## src/rtl/fifo_write_arbiter.sv

```systemverilog
// ---------------------------------------------------------------------------
// fifo_write_arbiter
// Round-robin arbiter that lets one of NUM_REQ requesters at a time push a
// burst of up to BURST_MAX words into a shared FIFO write port.
//
// Ports
//   clk               in   single clock, rising edge
//   rst_n             in   asynchronous active-low reset
//   req_valid_in      in   [NUM_REQ]            per-requester data valid
//   req_data_in       in   [NUM_REQ*DATA_WIDTH] requester i word at [i*DATA_WIDTH +: DATA_WIDTH]
//   req_ready_out     out  [NUM_REQ]            per-requester accept (combinational)
//   grant_out         out  [NUM_REQ]            one-hot current grant, zero when idle
//   fifo_data_out     out  [DATA_WIDTH]         registered FIFO write data
//   fifo_write_en_out out  1                    registered FIFO write enable
//   fifo_full_in      in   1                    FIFO full flag
//   busy_out          out  1                    high while a burst is in progress
// ---------------------------------------------------------------------------
module fifo_write_arbiter #(
    parameter int DATA_WIDTH = 8,
    parameter int NUM_REQ    = 4,
    parameter int BURST_MAX  = 4
) (
    input  logic                            clk,
    input  logic                            rst_n,
    input  logic [NUM_REQ-1:0]              req_valid_in,
    input  logic [NUM_REQ*DATA_WIDTH-1:0]   req_data_in,
    output logic [NUM_REQ-1:0]              req_ready_out,
    output logic [NUM_REQ-1:0]              grant_out,
    output logic [DATA_WIDTH-1:0]           fifo_data_out,
    output logic                            fifo_write_en_out,
    input  logic                            fifo_full_in,
    output logic                            busy_out
);

    localparam int IDX_W = (NUM_REQ > 1) ? $clog2(NUM_REQ) : 1;
    localparam int CNT_W = $clog2(BURST_MAX + 1);
    localparam logic [CNT_W-1:0]   CNT_MAX   = CNT_W'(BURST_MAX);
    localparam logic [CNT_W-1:0]   CNT_ONE   = CNT_W'(1'b1);
    localparam logic [IDX_W-1:0]   LAST_RST  = IDX_W'(NUM_REQ - 1);
    localparam logic [NUM_REQ-1:0] GRANT_ONE = NUM_REQ'(1'b1);

    typedef enum logic [0:0] {
        ST_IDLE  = 1'b0,
        ST_BURST = 1'b1
    } state_e;

    state_e                  state_q,      state_d;
    logic [NUM_REQ-1:0]      grant_q,      grant_d;
    logic [IDX_W-1:0]        gidx_q,       gidx_d;
    logic [IDX_W-1:0]        last_grant_q, last_grant_d;
    logic [CNT_W-1:0]        cnt_q,        cnt_d;
    logic                    wr_en_q,      wr_en_d;
    logic [DATA_WIDTH-1:0]   data_q,       data_d;

    logic [IDX_W-1:0]        pick_idx_s;
    logic                    pick_found_s;
    logic                    xfer_s;
    logic [CNT_W-1:0]        cnt_inc_s;
    logic [DATA_WIDTH-1:0]   word_s;

    // Round-robin search: first valid requester starting just above last_grant
    always_comb begin
        logic [IDX_W-1:0] cand_v;
        logic             take_v;
        pick_idx_s   = {IDX_W{1'b0}};
        pick_found_s = 1'b0;
        for (int k = 1; k <= NUM_REQ; k++) begin
            cand_v       = IDX_W'((int'(last_grant_q) + k) % NUM_REQ);
            take_v       = !pick_found_s && req_valid_in[cand_v];
            pick_idx_s   = take_v ? cand_v : pick_idx_s;
            pick_found_s = pick_found_s | take_v;
        end
    end

    // Ready is held off by a full FIFO; grant_q is only non-zero in BURST
    assign req_ready_out = (state_q == ST_BURST && !fifo_full_in) ? grant_q : {NUM_REQ{1'b0}};
    assign xfer_s        = (state_q == ST_BURST) && req_valid_in[gidx_q] && !fifo_full_in;
    assign cnt_inc_s     = cnt_q + CNT_ONE;
    assign word_s        = req_data_in[int'(gidx_q)*DATA_WIDTH +: DATA_WIDTH];

    // Next-state, grant bookkeeping and registered FIFO write path
    always_comb begin
        state_d      = state_q;
        grant_d      = grant_q;
        gidx_d       = gidx_q;
        last_grant_d = last_grant_q;
        cnt_d        = cnt_q;
        wr_en_d      = 1'b0;
        data_d       = data_q;
        case (state_q)
            ST_IDLE: begin
                if (pick_found_s) begin
                    state_d = ST_BURST;
                    grant_d = GRANT_ONE << pick_idx_s;
                    gidx_d  = pick_idx_s;
                    cnt_d   = {CNT_W{1'b0}};
                end else begin
                    grant_d = {NUM_REQ{1'b0}};
                end
            end
            ST_BURST: begin
                if (!req_valid_in[gidx_q]) begin
                    // Requester went quiet: release the grant
                    state_d      = ST_IDLE;
                    grant_d      = {NUM_REQ{1'b0}};
                    last_grant_d = gidx_q;
                end else if (xfer_s) begin
                    wr_en_d = 1'b1;
                    data_d  = word_s;
                    cnt_d   = cnt_inc_s;
                    if (cnt_inc_s == CNT_MAX) begin
                        state_d      = ST_IDLE;
                        grant_d      = {NUM_REQ{1'b0}};
                        last_grant_d = gidx_q;
                    end else begin
                        state_d = ST_BURST;
                    end
                end else begin
                    // FIFO full: hold grant and count, no timeout
                    state_d = ST_BURST;
                end
            end
            default: begin
                state_d = ST_IDLE;
                grant_d = {NUM_REQ{1'b0}};
            end
        endcase
    end

    // State and output registers; reset makes requester 0 win first
    always_ff @(posedge clk or negedge rst_n) begin
        if (!rst_n) begin
            state_q      <= ST_IDLE;
            grant_q      <= {NUM_REQ{1'b0}};
            gidx_q       <= {IDX_W{1'b0}};
            last_grant_q <= LAST_RST;
            cnt_q        <= {CNT_W{1'b0}};
            wr_en_q      <= 1'b0;
            data_q       <= {DATA_WIDTH{1'b0}};
        end else begin
            state_q      <= state_d;
            grant_q      <= grant_d;
            gidx_q       <= gidx_d;
            last_grant_q <= last_grant_d;
            cnt_q        <= cnt_d;
            wr_en_q      <= wr_en_d;
            data_q       <= data_d;
        end
    end

    assign grant_out         = grant_q;
    assign fifo_data_out     = data_q;
    assign fifo_write_en_out = wr_en_q;
    assign busy_out          = (state_q == ST_BURST);

endmodule

```

## config.mk

```make
export PLATFORM = sky130hd
export DESIGN_NAME = fifo_write_arbiter
export DESIGN_NICKNAME = d
export VERILOG_FILES = /design/src/rtl/fifo_write_arbiter.sv
export SDC_FILE = /design/constraint.sdc
export NUM_CORES = 1
export LEC_CHECK = 0
export CAP_MARGIN = 20
export CORE_UTILIZATION = 42
export CTS_BUF_LIST = sky130_fd_sc_hd__clkbuf_8
export DETAILED_ROUTE_END_ITERATION = 16
export HOLD_SLACK_MARGIN = 0.15
export PLACE_DENSITY = 0.81
export RECOVER_POWER = 25
export SLEW_MARGIN = 20
export SYNTH_ARGS = -nofsm -noshare
export SYNTH_HDL_FRONTEND = slang
export SYNTH_SLANG_ARGS = --single-unit
```

## constraint.sdc

```tcl
create_clock -name clk -period 2.35 [get_ports clk]
set_clock_uncertainty 0.1 [all_clocks]
set_input_delay 0.47 -clock clk [delete_from_list [all_inputs] [get_ports clk]]
set_output_delay 0.47 -clock clk [all_outputs]
set_load 0.1 [all_outputs]
```

==> impl_metrics.csv <==
group,metric,value,unit
drt,vias,1007,
synth,synthSimpleGateAreaFrac,0.1266,
clock_tree,path_clk_slew,0.07,ns
drt,avgViaCountPerCell,5.356,
global_routing,grt_overflow,0,
synth,synth_top_family_by_area,"multiplexers",
power_and_ir_drop,clkPwrFrac,0.079,
synth,ys_ff_latch,21,
clock_tree,clock_path_buffers,2,
floorplan,initial_utilization,0.4476,
floorplan,die_w,56.45,um
floorplan,num_io_pins,57,
clock_tree,clock_sinks,21,
power_and_ir_drop,powerDensity,1553,nW/um^2
synth,synth_adder_area_share,0.02010,
setup_path,r2r_start,"gidx_q[1]",
finish,n_antenna_cell,0,
power_and_ir_drop,seqPwrFrac,0.235,
global_routing,antenna_found_initial,0,
sta,setup_viol,0,
global_routing,grt_pass1_wl,5078,um
clock_tree,clock_latency,0.26,ns
finish,syn2layout_area_growth,53.47,%
setup_path,cp.required,1.78,ns
power_and_ir_drop,irDropWorstVdd,1.336,mV
setup_path,r2r_end,"fifo_data_out[1]",
clock_tree,htreeDepth,1,
flow_run,drv_cap,0,
synth,syn_area_per_cell,13.39,um^2
setup_path,path_class,"in -> out",
synth,synth_cell_types,30,
sta,hold_viol_final,0,
finish,nNetsFinal,199,
drt,drc_errors,0,
drt,post_drt_wl_per_cell,15.96,um
clock_tree,ctsHoldBuffers,0,
worst_hold_path,worst_hold_path_type,"reg -> reg",
sta,rsz0062_at_grt,"no",
setup_path,arrival,1.65,ns
drt,drtIter0Drc,23,
placed_design,place_congestion,0.8396,
sta,max_slew_margin,0.6369,
global_routing,grt.total_usage,0.2080,
drt,postRouteAntennaNets,0,
floorplan,dieArea,3186,um^2
power_and_ir_drop,p_total,0.002966,W
clock_tree,root_buffer,"clkbuf_8",
synth,synth_area,1245,um^2
global_routing,grt_pass1_vias,1115,
power_and_ir_drop,p_comb_frac,0.686,
synth,yosysSeqAreaShare,0.4241,
power_and_ir_drop,power_switching,0.001615,W
power_and_ir_drop,swShare,0.5445,
worst_hold_path,worstHoldEndpoint,"grant_out[1]",
setup_path,r2r_cells,3,
floorplan,fp.dieH,56.45,um
finish,drive_above_1_share,0.3694,
outcome,status,"finished, final reports clean",
sta,finalCriticalPeriod,2.220,ns
setup_path,rrSetupSlack,0.57,ns
floorplan,rows,19,
setup_path,worst-path-max-fanout,6,
clock_tree,post-cts-setup-buffers,0,
sta,fin_crit_sh,0.9445,
clock_tree,ctsResizeCount,0,
floorplan,coreArea,2781,um^2
synth,synthMuxAreaShare,0.2905,
worst_hold_path,min_path_cells,1,
power_and_ir_drop,p_leak,0.8703,nW
sta,slew_violations,0,
clock_tree,numCtsBuffers,3,
sta,tns,0,ns
global_routing,grt_start_max_net_pins,15,
power_and_ir_drop,internal-power,0.001351,W
sta,timing.fmax,450.5,MHz
synth,synth_fp_nets,134,
finish,final_cell_mix,"37 x clkdlybuf4s50_1, 20 x buf_4, 18 x dfrtp_1, 9 x mux4_2, 7 x mux2_4",
drt,finalWirelength,3000,um
finish,finalInstanceArea,1911,um^2
setup_path,cp-start-kind,"primary input",
synth,synth_cells,93,
placed_design,placed_area,1868,um^2
worst_hold_path,worstHoldStart,"grant_out[1]",
placed_design,portBuffers,56,
synth,yosys_warnings,0,
placed_design,hpwl,2530,um
setup_path,cp-end-kind,"output pin",
synth,synth_compound_area_frac,0.09347,
finish,final_common_cell,"clkdlybuf4s50_1",
sta,worst_pin_slew,0.5447,ns
clock_tree,cts_tree,"yes",
synth,synth_xor_area_frac,0.007035,
drt,dr.pass1.iters,4,
==> power by group through the flow <==
stage          logic, W  clock network (W)  registers (W)
4_1_cts         0.00205           0.000239       0.000698
2_1_floorplan  0.000781                  0        0.00149
6_report        0.00204           0.000233       0.000698
5_1_grt         0.00213           0.000255       0.000723
3_3_place_gp    0.00201                  0       0.000690
3_5_place_dp    0.00205                  0       0.000696
==> critical path, stage by stage <==
cell,delay (ns)
clkdlybuf4s50_1,0.42
and2b_1,0.35
and2_2,0.23
buf_12,0.17
==> worst max path at each step <==
| stage | cells past startpoint | to | startpoint |
|---|---|---|---|
| finish | 4 | req_ready_out[1] | fifo_full_in |
| global route | 4 | req_ready_out[1] | fifo_full_in |
| CTS | 4 | req_ready_out[1] | fifo_full_in |
| detailed placement | 4 | fifo_data_out[0] | req_valid_in[2] |
| global placement | 4 | fifo_data_out[1] | req_valid_in[2] |
| floorplan | 1 | req_ready_out[1] | grant_out[1] |
==> sequential cells by signal, summed over array words and instances, names as in the netlist <==
register	flops
gidx_q	2
busy_out	1
fifo_data_out	8
fifo_write_en_out	1
grant_out	4
last_grant_q	2
cnt_q	3
==> final cells by class <==
type / count / area [um^2]
flip-flops and latches: 21 / 529.3
clock inverters: 1 / 5.005
fillers: 201 / 870.8
multi-input cells: 67 / 674.4
inverters: 2 / 7.507
clock buffers: 3 / 41.29
well taps: 31 / 38.79
repair buffers: 63 / 614.3
==> layer usage <==
metal  up-vias  routed length [um]  GRT usage
met5         -                   0          0
met4         0                  10    0.03136
met3         2                 169    0.04147
met2        37                1690     0.3933
li1        478                   -          -
met1       490                1129     0.2447
==> cells by family (layout without fill, tap and decap cells) <==
logic type | count (synthesis) | in the layout
and+or+nand+nor | 28 | 28
buffers and inverters | 5 | 69
xor gates and xnor gates | 1 | 1
adders and majority gates | 2 | 2
AOI/OAI and AO/OA | 15 | 15
muxes | 21 | 21
DFF | 21 | 21
==> per-stage QoR <==
stage          utilization  setup WS, ns  hold slack [ns]  std cells
3_5_place_dp        0.6716       0.03993           0.3993        184
5_1_grt             0.6869       0.05842           0.4406        188
3_3_place_gp        0.6716       0.09868           0.3986        184
4_1_cts             0.6883        0.1207           0.4185        188
2_1_floorplan            -        0.2418          0.07441         93
6_report            0.6869        0.1303           0.4200        188
==> cells in the mapped netlist <==
master / n / area (um^2)
mux2_2: 3 / 33.78
nor3b_1: 2 / 15.01
nand2_1: 6 / 22.52
a31oi_1: 1 / 6.260
and2b_1: 1 / 7.510
a21o_1: 3 / 22.52
mux2i_1: 2 / 20.02
dfstp_2: 2 / 52.55
buf_6: 1 / 11.26
clkbuf_8: 1 / 13.76
o21ai_4: 1 / 16.27
xnor2_1: 1 / 8.760
o21ai_0: 2 / 10.01
dfrtp_1: 19 / 475.5
nand2b_1: 3 / 18.77
nand2_4: 2 / 22.52
a32o_1: 2 / 20.02
nand3b_1: 1 / 7.510
inv_1: 2 / 7.510
ha_1: 2 / 25.02
mux2_4: 7 / 105.1
a31o_2: 1 / 8.760
o2bb2ai_1: 2 / 17.52
a21oi_1: 3 / 15.01
nand3_1: 3 / 15.01
mux4_2: 9 / 202.7
nor3_1: 1 / 5.000
buf_8: 1 / 15.01
and2_1: 4 / 25.02
nor2_1: 5 / 18.77
(Power assumes the default switching activity.)
